File: config.mk
export PLATFORM = sky130hd
export DESIGN_NAME = wb_commit_multi
export DESIGN_NICKNAME = d
export VERILOG_FILES = /design/src/rtl/wb_commit_multi.sv
export SDC_FILE = /design/constraint.sdc
export NUM_CORES = 1
export LEC_CHECK = 0
export CAP_MARGIN = 20
export CORE_MARGIN = 2
export CORE_UTILIZATION = 42
export DETAILED_ROUTE_END_ITERATION = 10
export GPL_TIMING_DRIVEN = 0
export PLACE_DENSITY = 0.92
export SLEW_MARGIN = 10
export SYNTH_ARGS = -nofsm -noshare
export SYNTH_HDL_FRONTEND = slang
export SYNTH_SLANG_ARGS = --single-unit
File: constraint.sdc
create_clock -name clk -period 6.3 [get_ports clk]
set_clock_uncertainty 0.2 [all_clocks]
set_input_delay 1.26 -clock clk [delete_from_list [all_inputs] [get_ports clk]]
set_output_delay 1.26 -clock clk [all_outputs]
set_load 0.02 [all_outputs]
File: src/rtl/wb_commit_multi.sv
// wb_commit_multi: multi-lane writeback/commit stage.
//
// Registers up to LANES completed instructions per cycle (lane 0 oldest).
// Conflicts between same-register and CSR writes are resolved in program
// order, so the youngest write wins. Writes to x0 are suppressed and retired
// instructions are counted. A retired halt instruction freezes commit until
// reset. Every output is registered, giving a latency of one cycle.
//
// Ports
//   clk, reset          clock; synchronous active-high reset
//   in_valid[L]         lane holds a completed instruction
//   in_wr_reg[L]        lane writes the register file
//   in_wregno[L*R]      destination register, lane i at [i*R +: R]
//   in_regval[L*D]      register write data
//   in_wr_csr[L]        lane writes a CSR
//   in_wcsrno[L*C]      CSR index
//   in_csrval[L*D]      CSR write data
//   in_halt[L]          lane is a halt instruction
//   rf_we/waddr/wdata   per-lane register-file write port
//   csr_we/waddr/wdata  single CSR write port (youngest live CSR write)
//   csr_conflict        two or more live CSR writes were seen in one cycle
//   retire_count        instructions retired since reset (wraps)
//   retired[L]          per-lane retire mask
//   halted              a halt instruction has retired
//
// Optional build macro WB_TRACE_EN: adds a simulation-only trace array
// last_wb_value and a per-lane retire printout. The port list is unchanged.

module wb_commit_multi #(
  parameter int unsigned LANES     = 2,
  parameter int unsigned DBITS     = 32,
  parameter int unsigned REGNOBITS = 5,
  parameter int unsigned CSRNOBITS = 12,
  parameter int unsigned CNTBITS   = 64
) (
  input  logic                       clk,
  input  logic                       reset,
  input  logic [LANES-1:0]           in_valid,
  input  logic [LANES-1:0]           in_wr_reg,
  input  logic [LANES*REGNOBITS-1:0] in_wregno,
  input  logic [LANES*DBITS-1:0]     in_regval,
  input  logic [LANES-1:0]           in_wr_csr,
  input  logic [LANES*CSRNOBITS-1:0] in_wcsrno,
  input  logic [LANES*DBITS-1:0]     in_csrval,
  input  logic [LANES-1:0]           in_halt,
  output logic [LANES-1:0]           rf_we,
  output logic [LANES*REGNOBITS-1:0] rf_waddr,
  output logic [LANES*DBITS-1:0]     rf_wdata,
  output logic                       csr_we,
  output logic [CSRNOBITS-1:0]       csr_waddr,
  output logic [DBITS-1:0]           csr_wdata,
  output logic                       csr_conflict,
  output logic [CNTBITS-1:0]         retire_count,
  output logic [LANES-1:0]           retired,
  output logic                       halted
);

  localparam logic [0:0] StRun    = 1'b0;
  localparam logic [0:0] StHalted = 1'b1;

  logic [0:0]                 state_q, state_d;
  logic [LANES-1:0]           rf_we_q, rf_we_d;
  logic [LANES*REGNOBITS-1:0] rf_waddr_q, rf_waddr_d;
  logic [LANES*DBITS-1:0]     rf_wdata_q, rf_wdata_d;
  logic                       csr_we_q, csr_we_d;
  logic [CSRNOBITS-1:0]       csr_waddr_q, csr_waddr_d;
  logic [DBITS-1:0]           csr_wdata_q, csr_wdata_d;
  logic                       csr_conflict_q, csr_conflict_d;
  logic [CNTBITS-1:0]         retire_count_q, retire_count_d;
  logic [LANES-1:0]           retired_q, retired_d;

  logic [LANES-1:0] live;
  logic             older_halt;
  logic [LANES-1:0] csr_hit;
  logic [2:0]       live_cnt;
  logic [2:0]       csr_cnt;

  // A halt squashes every younger lane in the same cycle, but it still
  // retires itself.
  always_comb begin
    older_halt = 1'b0;
    live       = '0;
    for (int unsigned i = 0; i < LANES; i++) begin
      live[i]    = in_valid[i] & (state_q == StRun) & ~older_halt;
      older_halt = older_halt | (in_valid[i] & in_halt[i]);
    end
  end

  // Register writes: drop x0, and drop any write that a younger live lane
  // overwrites in the same cycle.
  always_comb begin
    rf_we_d = '0;
    for (int unsigned i = 0; i < LANES; i++) begin
      rf_we_d[i] = live[i] & in_wr_reg[i] &
                   (in_wregno[i*REGNOBITS +: REGNOBITS] != '0);
      for (int unsigned k = 0; k < LANES; k++) begin
        if ((k > i) && live[k] && in_wr_reg[k] &&
            (in_wregno[k*REGNOBITS +: REGNOBITS] == in_wregno[i*REGNOBITS +: REGNOBITS])) begin
          rf_we_d[i] = 1'b0;
        end
      end
    end
  end

  // CSR port: the ascending scan leaves the youngest live CSR write selected.
  always_comb begin
    csr_hit     = live & in_wr_csr;
    csr_we_d    = 1'b0;
    csr_waddr_d = csr_waddr_q;
    csr_wdata_d = csr_wdata_q;
    csr_cnt     = '0;
    live_cnt    = '0;
    for (int unsigned i = 0; i < LANES; i++) begin
      if (csr_hit[i]) begin
        csr_we_d    = 1'b1;
        csr_waddr_d = in_wcsrno[i*CSRNOBITS +: CSRNOBITS];
        csr_wdata_d = in_csrval[i*DBITS +: DBITS];
      end
      csr_cnt  = csr_cnt + {2'b00, csr_hit[i]};
      live_cnt = live_cnt + {2'b00, live[i]};
    end
    csr_conflict_d = (csr_cnt >= 3'd2);
  end

  // Next state. Once halted, live is all zero, so the enables, the retire
  // mask and the counter hold off automatically. The address and data
  // registers also stop updating.
  always_comb begin
    state_d = state_q;
    if ((state_q == StRun) && |(live & in_halt)) begin
      state_d = StHalted;
    end
    retired_d      = live;
    retire_count_d = retire_count_q + CNTBITS'(live_cnt);
    if (state_q == StRun) begin
      rf_waddr_d = in_wregno;
      rf_wdata_d = in_regval;
    end else begin
      rf_waddr_d = rf_waddr_q;
      rf_wdata_d = rf_wdata_q;
    end
  end

  always_ff @(posedge clk) begin
    if (reset) begin
      state_q        <= StRun;
      rf_we_q        <= '0;
      rf_waddr_q     <= '0;
      rf_wdata_q     <= '0;
      csr_we_q       <= 1'b0;
      csr_waddr_q    <= '0;
      csr_wdata_q    <= '0;
      csr_conflict_q <= 1'b0;
      retire_count_q <= '0;
      retired_q      <= '0;
    end else begin
      state_q        <= state_d;
      rf_we_q        <= rf_we_d;
      rf_waddr_q     <= rf_waddr_d;
      rf_wdata_q     <= rf_wdata_d;
      csr_we_q       <= csr_we_d;
      csr_waddr_q    <= csr_waddr_d;
      csr_wdata_q    <= csr_wdata_d;
      csr_conflict_q <= csr_conflict_d;
      retire_count_q <= retire_count_d;
      retired_q      <= retired_d;
    end
  end

  assign rf_we        = rf_we_q;
  assign rf_waddr     = rf_waddr_q;
  assign rf_wdata     = rf_wdata_q;
  assign csr_we       = csr_we_q;
  assign csr_waddr    = csr_waddr_q;
  assign csr_wdata    = csr_wdata_q;
  assign csr_conflict = csr_conflict_q;
  assign retire_count = retire_count_q;
  assign retired      = retired_q;
  assign halted       = (state_q == StHalted);

`ifdef WB_TRACE_EN
  // Simulation-only view of the last value written to each register.
  logic [DBITS-1:0] last_wb_value [2**REGNOBITS];

  always @(negedge clk) begin
    for (int unsigned i = 0; i < LANES; i++) begin
      if (rf_we_q[i]) begin
        last_wb_value[rf_waddr_q[i*REGNOBITS +: REGNOBITS]] <= rf_wdata_q[i*DBITS +: DBITS];
      end
      if (retired_q[i]) begin
        $display("wb lane %0d x%0d = %h", i, rf_waddr_q[i*REGNOBITS +: REGNOBITS],
                 rf_wdata_q[i*DBITS +: DBITS]);
      end
    end
  end
`else
`endif

endmodule

# After elaboration in Yosys (flattened, before gate mapping)
# Cells that the tools add are included.
[op_classes] addsub=3 n_mul=0 div_mod_pow=0 magnitude_cmp=1 eq_ne=1 n_shift=0 muxes=6 n_bitwise=12 n_reduce_logical=8
[ops] op="$add 64x2->64" n=1
[ops] op="$mux 32" n=2
[ops] op="$mux 12" n=2
[ops] op="$reduce_bool 5->1" n=2
[ops] op="$and 1x1->1" n=8
[ops] op="$eq 5x5->1" n=1
[ops] op="$add 1x1->2" n=2
[ops] op="$and 2x2->2" n=2
[ops] op="$reduce_or 2->1" n=2
[ops] op="$logic_and 1x1->1" n=3
[ops] op="$ge 2x2->1 const B" n=1
[ops] op="$mux 1" n=2
[ops] op="$not 1->1" n=2
[ops] op="$reduce_bool 2->1" n=1
[word_totals] register_bits=189 latchBits=0 mem_bits_rw=0 mem_bits_ro=0 output_inout_bits=189 wordCells=42 n_memories=0

# Depth between registers and ports, before layout
# Gate-level depths: netlist (run 1).
[depth] ltp_word=6 mapped_depth=12 mapped_depth_nobuf=10

# Worst setup path before layout (run 1)
# OpenSTA, ideal clock, no wires.
[synth_timing] kind="input port to flip-flop" start="in in_halt[0]" end="reg retire_count_q[58], in the netlist retire_count[58]" setup_ps=70 arrival_ps=3421 t_required_ps=6030 slack_ps=2608 cell_stages=11 cell_sequence="a21oi_1 -> nand2_1 -> inv_1 -> fa_1 -> ha_1 -> nand4_1 -> nor4_2 -> nand4_1 -> clkbuf_1 -> or3_1 -> a21oi_1"
[synth_via] elab_chain_cells=5
[synth_lines] element="from (decl)" line_no="45" text="input logic [LANES-1:0] in_halt,"
[synth_lines] element="$and 1x1->1" line_no="85" text="older_halt = older_halt | (in_valid[i] & in_halt[i]);"
[synth_lines] element="$not 1->1" line_no="84" text="live[i] = in_valid[i] & (state_q == StRun) & ~older_halt;"
[synth_lines] element="$and 1x1->1" line_no="84"
[synth_lines] element="named net live[1]" line_no="72" text="logic [LANES-1:0] live;"
[synth_lines] element="$add 1x1->2" line_no="120" text="live_cnt = live_cnt + {2'b00, live[i]};"
[synth_lines] element="$add 64x2->64" line_no="134" text="retire_count_d = retire_count_q + CNTBITS'(live_cnt);"
[synth_lines] element="to (signal assigned)" line_no="165" text="retire_count_q <= retire_count_d;"
[synth_lines] element="to (decl)" line_no="69" text="logic [CNTBITS-1:0] retire_count_q, retire_count_d;"
# The timed path passes the listed nets, and every way through them passes these cells.
# A chain may end at the register's enable or synchronous reset.

# Final worst setup path (run 1)
# Same ends and word-level chain as after synthesis.

==> impl_metrics.yaml, run 1 <==
logic_synthesis:
  ys_async_sr_fraction_pct: 0
  syn-cell-area_um2: 7800
  synth_top_area_share_pct: 48.5
  synth_cell_types: 42
  synth_top_flop_cell: "dfxtp_1"
  synthTopCellsByArea: "dfxtp_1 (49%), mux2i_1 (15%), nor2_1 (7.6%)"
  syn_nets: 999
  synth-seq-cells: 189
  ys_seq_area_share_pct: 48.5
  syn_inst: 825
  yosys.area.top_type: "dfxtp_1"
  syn_area_per_cell_um2: 9.46
  synth_warnings: 0
  synth_edf_count: 0
drt:
  wl_per_cell_um: 19.6
  drtIter0Drc: 631
  vias: 7950
  viasPerCell: 5.50
  drc: 0
  ant_nets: 0
  firstDrtPassIters: 5
  drt-total-wl_mm: 28.3
global_routing:
  grt_max_degree: 18
  gr-total-overflow: 0
  track_usage_pct: 28.2
  antenna_found_initial: 1
  grt_pass1_wl_mm: 43.4
  grt_pass1_vias: 8003
critical_path:
  worst_ep_required_time_ps: 6450
  cp-start-kind: "input pin"
  reg2reg_from: "halted$_SDFFE_PP0P_"
  arrival_ps: 4650
  critPathLaunch: "in_halt[0]"
  crit_fanout: 10
  crit_type: "in -> reg"
  reg2reg_depth: 12
  cp-end-kind: "flop"
clock_network:
  clock_tree.buffer_depth: 2
  cts-buffers-inserted: 17
  clk_pin_slew_ps: 70
  cts_tree: "yes"
  cts_sinks: 189
  ctsHoldBuffers: 0
  post_cts_resized: 0
  cts_root_buf: "clkbuf_16"
  cts_setup_buffers: 0
  cts_max_level: 4
  clkLatencyLatePin_ps: 420
worst_hold_path:
  min_path_type: "reg -> reg"
  min_delay_path_depth: 2
  hp-start: "retire_count[55]$_SDFF_PP0_"
sta:
  rsz0062_at_grt: "false"
  max-slew-margin-rel_pct: 40.1
  final.setup.tns_ps: 0
  final_max_slew_viol_count: 0
  finalHoldViolations: 0
  setup_viol_count_final: 0
  min_period_ps: 4490
  post-route-period-util_pct: 71.3
  finalWorstSetupSlack_ps: 1810
  worst_pin_slew_ps: 899
  clock.fmax_ghz: 0.223
die:
  die_x_um: 140
  core-area_um2: 18100
  ios: 361
  die_h_um: 140
  fp-row-count: 49
  initial_core_util_pct: 43.1
  die-area_um2: 19700
power_and_ir_drop:
  peakVddDrop_mv: 0.177
  p_leak_nw: 4.65
  powerDensity_nw_per_um2: 238
  total_power_mw: 2.93
place:
  detailed_place_hpwl_mm: 21.6
  place_congestion: 0.907
  dp_cells: 1413
  portBuffers: 359
  dpl_cell_area_um2: 11700
  dpl_worst_slack_ps: 1500
finish:
  design_area_um2: 12300
  area_delta_synth_final_pct: 57.5
  finish.net_count: 1377
  layout-drive-gt1-share_pct: 4.19
  layout.cells.non_filler: 1446
job:
  drv_cap: 0
outcome:
  outcome: "finished, final reports clean"
-- final timing paths --
path	end	slack, ps
min reg2reg	retire_count[55]$_SDFF_PP0_	300
max	retire_count[58]$_SDFF_PP0_	1810
max reg2reg	retire_count[58]$_SDFF_PP0_	2680
min	retire_count[55]$_SDFF_PP0_	300
-- cells in the mapped netlist, types with 16 or more instances --
library cell,count
or3_1,16
a211oi_1,44
nand4_1,29
nand3_1,17
dfxtp_1,189
nor2_1,157
mux2i_1,118
clkbuf_1,36
a21oi_1,34
or4_1,17
nand2_1,35
xor2_1,22
-- cell families (layout without fill, tap and decap cells) --
family,Yosys count,after routing,share of synthesized area [%]
xor gates and xnor gates,33,33,3.70
muxes,120,120,15.4
adders and majority gates,2,2,0.417
AOI/OAI and AO/OA,113,113,9.40
buffers and inverters,53,444,2.74
DFF,189,189,48.5
and+or+nand+nor,315,315,19.8
other,0,1,0
-- state kept, by name, indices dropped and copies added (netlist names) --
register / cells
csr_wdata: 32
rf_we: 2
csr_waddr: 12
rf_wdata: 64
rf_waddr: 10
retire_count: 64
csr_we: 1
csr_conflict: 1
halted: 1
retired: 2
-- area by class of cell --
| cell class | count | area [um^2] |
|---|---|---|
| Antenna cell | 1 | 2.50 |
| Multi-Input combinational cell | 583 | 3800 |
| Clock buffer | 20 | 457 |
| Clock inverter | 12 | 150 |
| Tap cell | 229 | 287 |
| Inverter | 6 | 22.5 |
| Buffer | 47 | 191 |
| Fill cell | 1339 | 5800 |
| Sequential cell | 189 | 3780 |
| Timing Repair Buffer | 359 | 3590 |
-- where the power goes --
part / switching (mW) / internal (mW)
Combinational: 0.246 / 0.271
Sequential: 0.0379 / 1.26
Clock: 0.499 / 0.619
Total: 0.783 / 2.15
-- critical path, stage by stage --
cell	delay [ps]
clkdlybuf4s50_1	450
a21oi_1	250
nand2_1	140
inv_1	110
fa_1	240
ha_1	240
nand4_1	210
nor4_2	520
nand4_1	390
clkbuf_1	330
or3_1	370
a21oi_1	140
-- routing by layer --
layer,vias up,wire [um],track usage (%)
met5,-,0,0
met2,412,14200,49.4
met3,87,2120,7.25
met1,3748,10800,32.0
li1,3703,-,-
met4,0,1250,13.5
-- placed cells by master (no fill, tap or decap), types with 15 or more instances in the layout --
cell	Yosys	final
o21ai_0	15	15
nor2_1	157	157
a211oi_1	44	44
xor2_1	22	22
a21oi_1	34	34
clkdlybuf4s50_1	0	359
dfxtp_1	189	189
nand2_1	35	35
nand3_1	17	17
or4_1	17	17
or3_1	16	16
o31ai_1	15	15
nand4_1	29	29
clkbuf_16	0	17
clkbuf_1	36	37
mux2i_1	118	118
-- through the flow --
step / hold WS, ps / util, %
6_report: 299 / 68.0
5_1_grt: 324 / 68.0
4_1_cts: 297 / 67.9
3_5_place_dp: 286 / 64.6
3_3_place_gp: 273 / 64.6
2_1_floorplan: 359 / -
Note: power is estimated with default switching activity, not from simulation.
==> inputs of run 2 (changes only) <==
CORE_UTILIZATION = 38   (was 42)
PLACE_DENSITY = 0.89   (was 0.92)
clock period = 3.6 ns   (was 6.3 ns; I/O delays follow)
==> impl_metrics.yaml, run 2 (synthesis results as in run 1) <==
clock_network:
  clk_pin_slew_ps: 80
  cts_sinks: 189
  cts_tree: "yes"
  clock_tree.buffer_depth: 2
  cts_max_level: 4
  cts-buffers-inserted: 17
  clkLatencyLatePin_ps: 430
  cts_root_buf: "clkbuf_16"
job:
  drv_cap: 0
critical_path:
  crit_fanout: 5
  arrival_ps: 3660
  cp-end-kind: "flop"
  crit_type: "in -> reg"
  worst_ep_required_time_ps: 3760
  cp-start-kind: "input pin"
sta:
  finalHoldViolations: 0
  post-route-period-util_pct: 97.3
  finalWorstSetupSlack_ps: 96.9
  final_max_slew_viol_count: 0
  min_period_ps: 3500
  clock.fmax_ghz: 0.285
  max-slew-margin-rel_pct: 38.7
  worst_pin_slew_ps: 919
  rsz0062_at_grt: "true"
  setup_viol_count_final: 0
drt:
  drt-total-wl_mm: 27.8
  viasPerCell: 5.25
  drc: 0
  wl_per_cell_um: 18.6
  drtIter0Drc: 386
  firstDrtPassIters: 5
  vias: 7840
  ant_nets: 0
die:
  core-area_um2: 20200
  die_x_um: 147
  fp-row-count: 52
  die-area_um2: 21700
  die_h_um: 147
  initial_core_util_pct: 38.7
  ios: 361
place:
  dpl_worst_slack_ps: -760
  detailed_place_hpwl_mm: 21.5
  place_congestion: 0.886
  portBuffers: 359
  dp_cells: 1454
global_routing:
  gr-total-overflow: 0
  antenna_found_initial: 2
  track_usage_pct: 25.4
  grt_pass1_wl_mm: 43.3
  grt_pass1_vias: 7975
  grt_max_degree: 21
finish:
  layout.cells.non_filler: 1492
  layout-drive-gt1-share_pct: 5.16
  final_cell_mix: "clkdlybuf4s50_1 (359), dfxtp_1 (189), nor2_1 (157), mux2i_1 (118), a211oi_1 (44)"
  fillers: 1658
  final_common_cell: "clkdlybuf4s50_1"
  area_delta_synth_final_pct: 59.2
  finish.net_count: 1381
power_and_ir_drop:
  peakVddDrop_mv: 0.319
  powerDensity_nw_per_um2: 414
  p_leak_nw: 4.69
worst_hold_path:
  min_path_type: "reg -> reg"
outcome:
  outcome: "finished, final reports clean"
run 2: cell count changes in the layout (fill, tap and decap cells not counted), moves of 2 or more:
cell / previous run / this run
clkinv_2: 2 / 0
inv_8: 1 / 3
buf_4: 0 / 4
clkbuf_8: 2 / 0
clkinv_8: 1 / 5
inv_6: 5 / 3
clkbuf_1: 37 / 35
clkinv_4: 1 / 3
run 2: path summary, 6_finish.rpt:
kind                            start                           to  slack [ps]  cells after the start
max                       in_valid[0]  retire_count[52]$_SDFF_PP0_         100                     12
min          rf_waddr[0]$_SDFFE_PP0N_     rf_waddr[0]$_SDFFE_PP0N_         300                      2
max reg2reg       halted$_SDFFE_PP0P_  retire_count[52]$_SDFF_PP0_         380                     12
min reg2reg  rf_waddr[0]$_SDFFE_PP0N_     rf_waddr[0]$_SDFFE_PP0N_         300                      2
run 2: worst max-delay path, cell delays in order:
cell and delay, ps:
clkdlybuf4s50_1 440, a21oi_2 240, nand2_2 120, inv_1 120
fa_2 240, ha_2 220, nand4_1 230, nor4_4 310
nand4_1 230, buf_4 230, or4_1 410, a21oi_1 160
run 2: power by group:
group | leakage (nW) | total (mW) | internal [mW] | switching, mW
sequential | 1.55 | 2.26 | 2.20 | 0.0627
clock | 0.302 | 1.97 | 1.01 | 0.964
combinational | 2.84 | 0.902 | 0.475 | 0.427
total | 4.69 | 5.14 | 3.68 | 1.45
run 2: stage by stage:
stage	utilization [%]	setup TNS, ps	instance area, um^2	hold WS, ps	power, mW
finish	61.6	0	12400	300	5.14
global route	61.6	-86.4	12400	326	5.32
CTS	61.4	0	12400	305	5.16
detailed placement	58.2	-10330	11700	282	3.21
global placement	58.2	-8740	11700	274	3.19
floorplan	-	0	7800	359	2.70
run 2: cell type report:
cell class | instances | area [um^2] | area share, %
Antenna cell | 2 | 5.00 | 0.0403
Sequential cell | 189 | 3780 | 30.5
Buffer | 47 | 195 | 1.57
Timing Repair Buffer | 363 | 3620 | 29.2
Inverter | 6 | 22.5 | 0.181
Clock inverter | 15 | 198 | 1.59
Clock buffer | 17 | 425 | 3.42
Tap cell | 270 | 338 | 2.72
Multi-Input combinational cell | 583 | 3830 | 30.8
run 2: what timing repair did:
item,in CTS,in global routing
hold endpoints to repair,0,0
resized for setup,5,5
setup buffers,2,2
pin swaps,1,5
hold buffers,0,0
setup endpoints to repair,10,13
run 2: routing by layer:
metal  GRT usage, %  vias to the layer above  part of all wire [%]
met4           12.0                        0                   4.8
met3           6.21                       77                   6.8
met2           43.8                      328                    49
met1           29.6                     3723                    39
met5              0                        -                     0
li1               -                     3712                     -
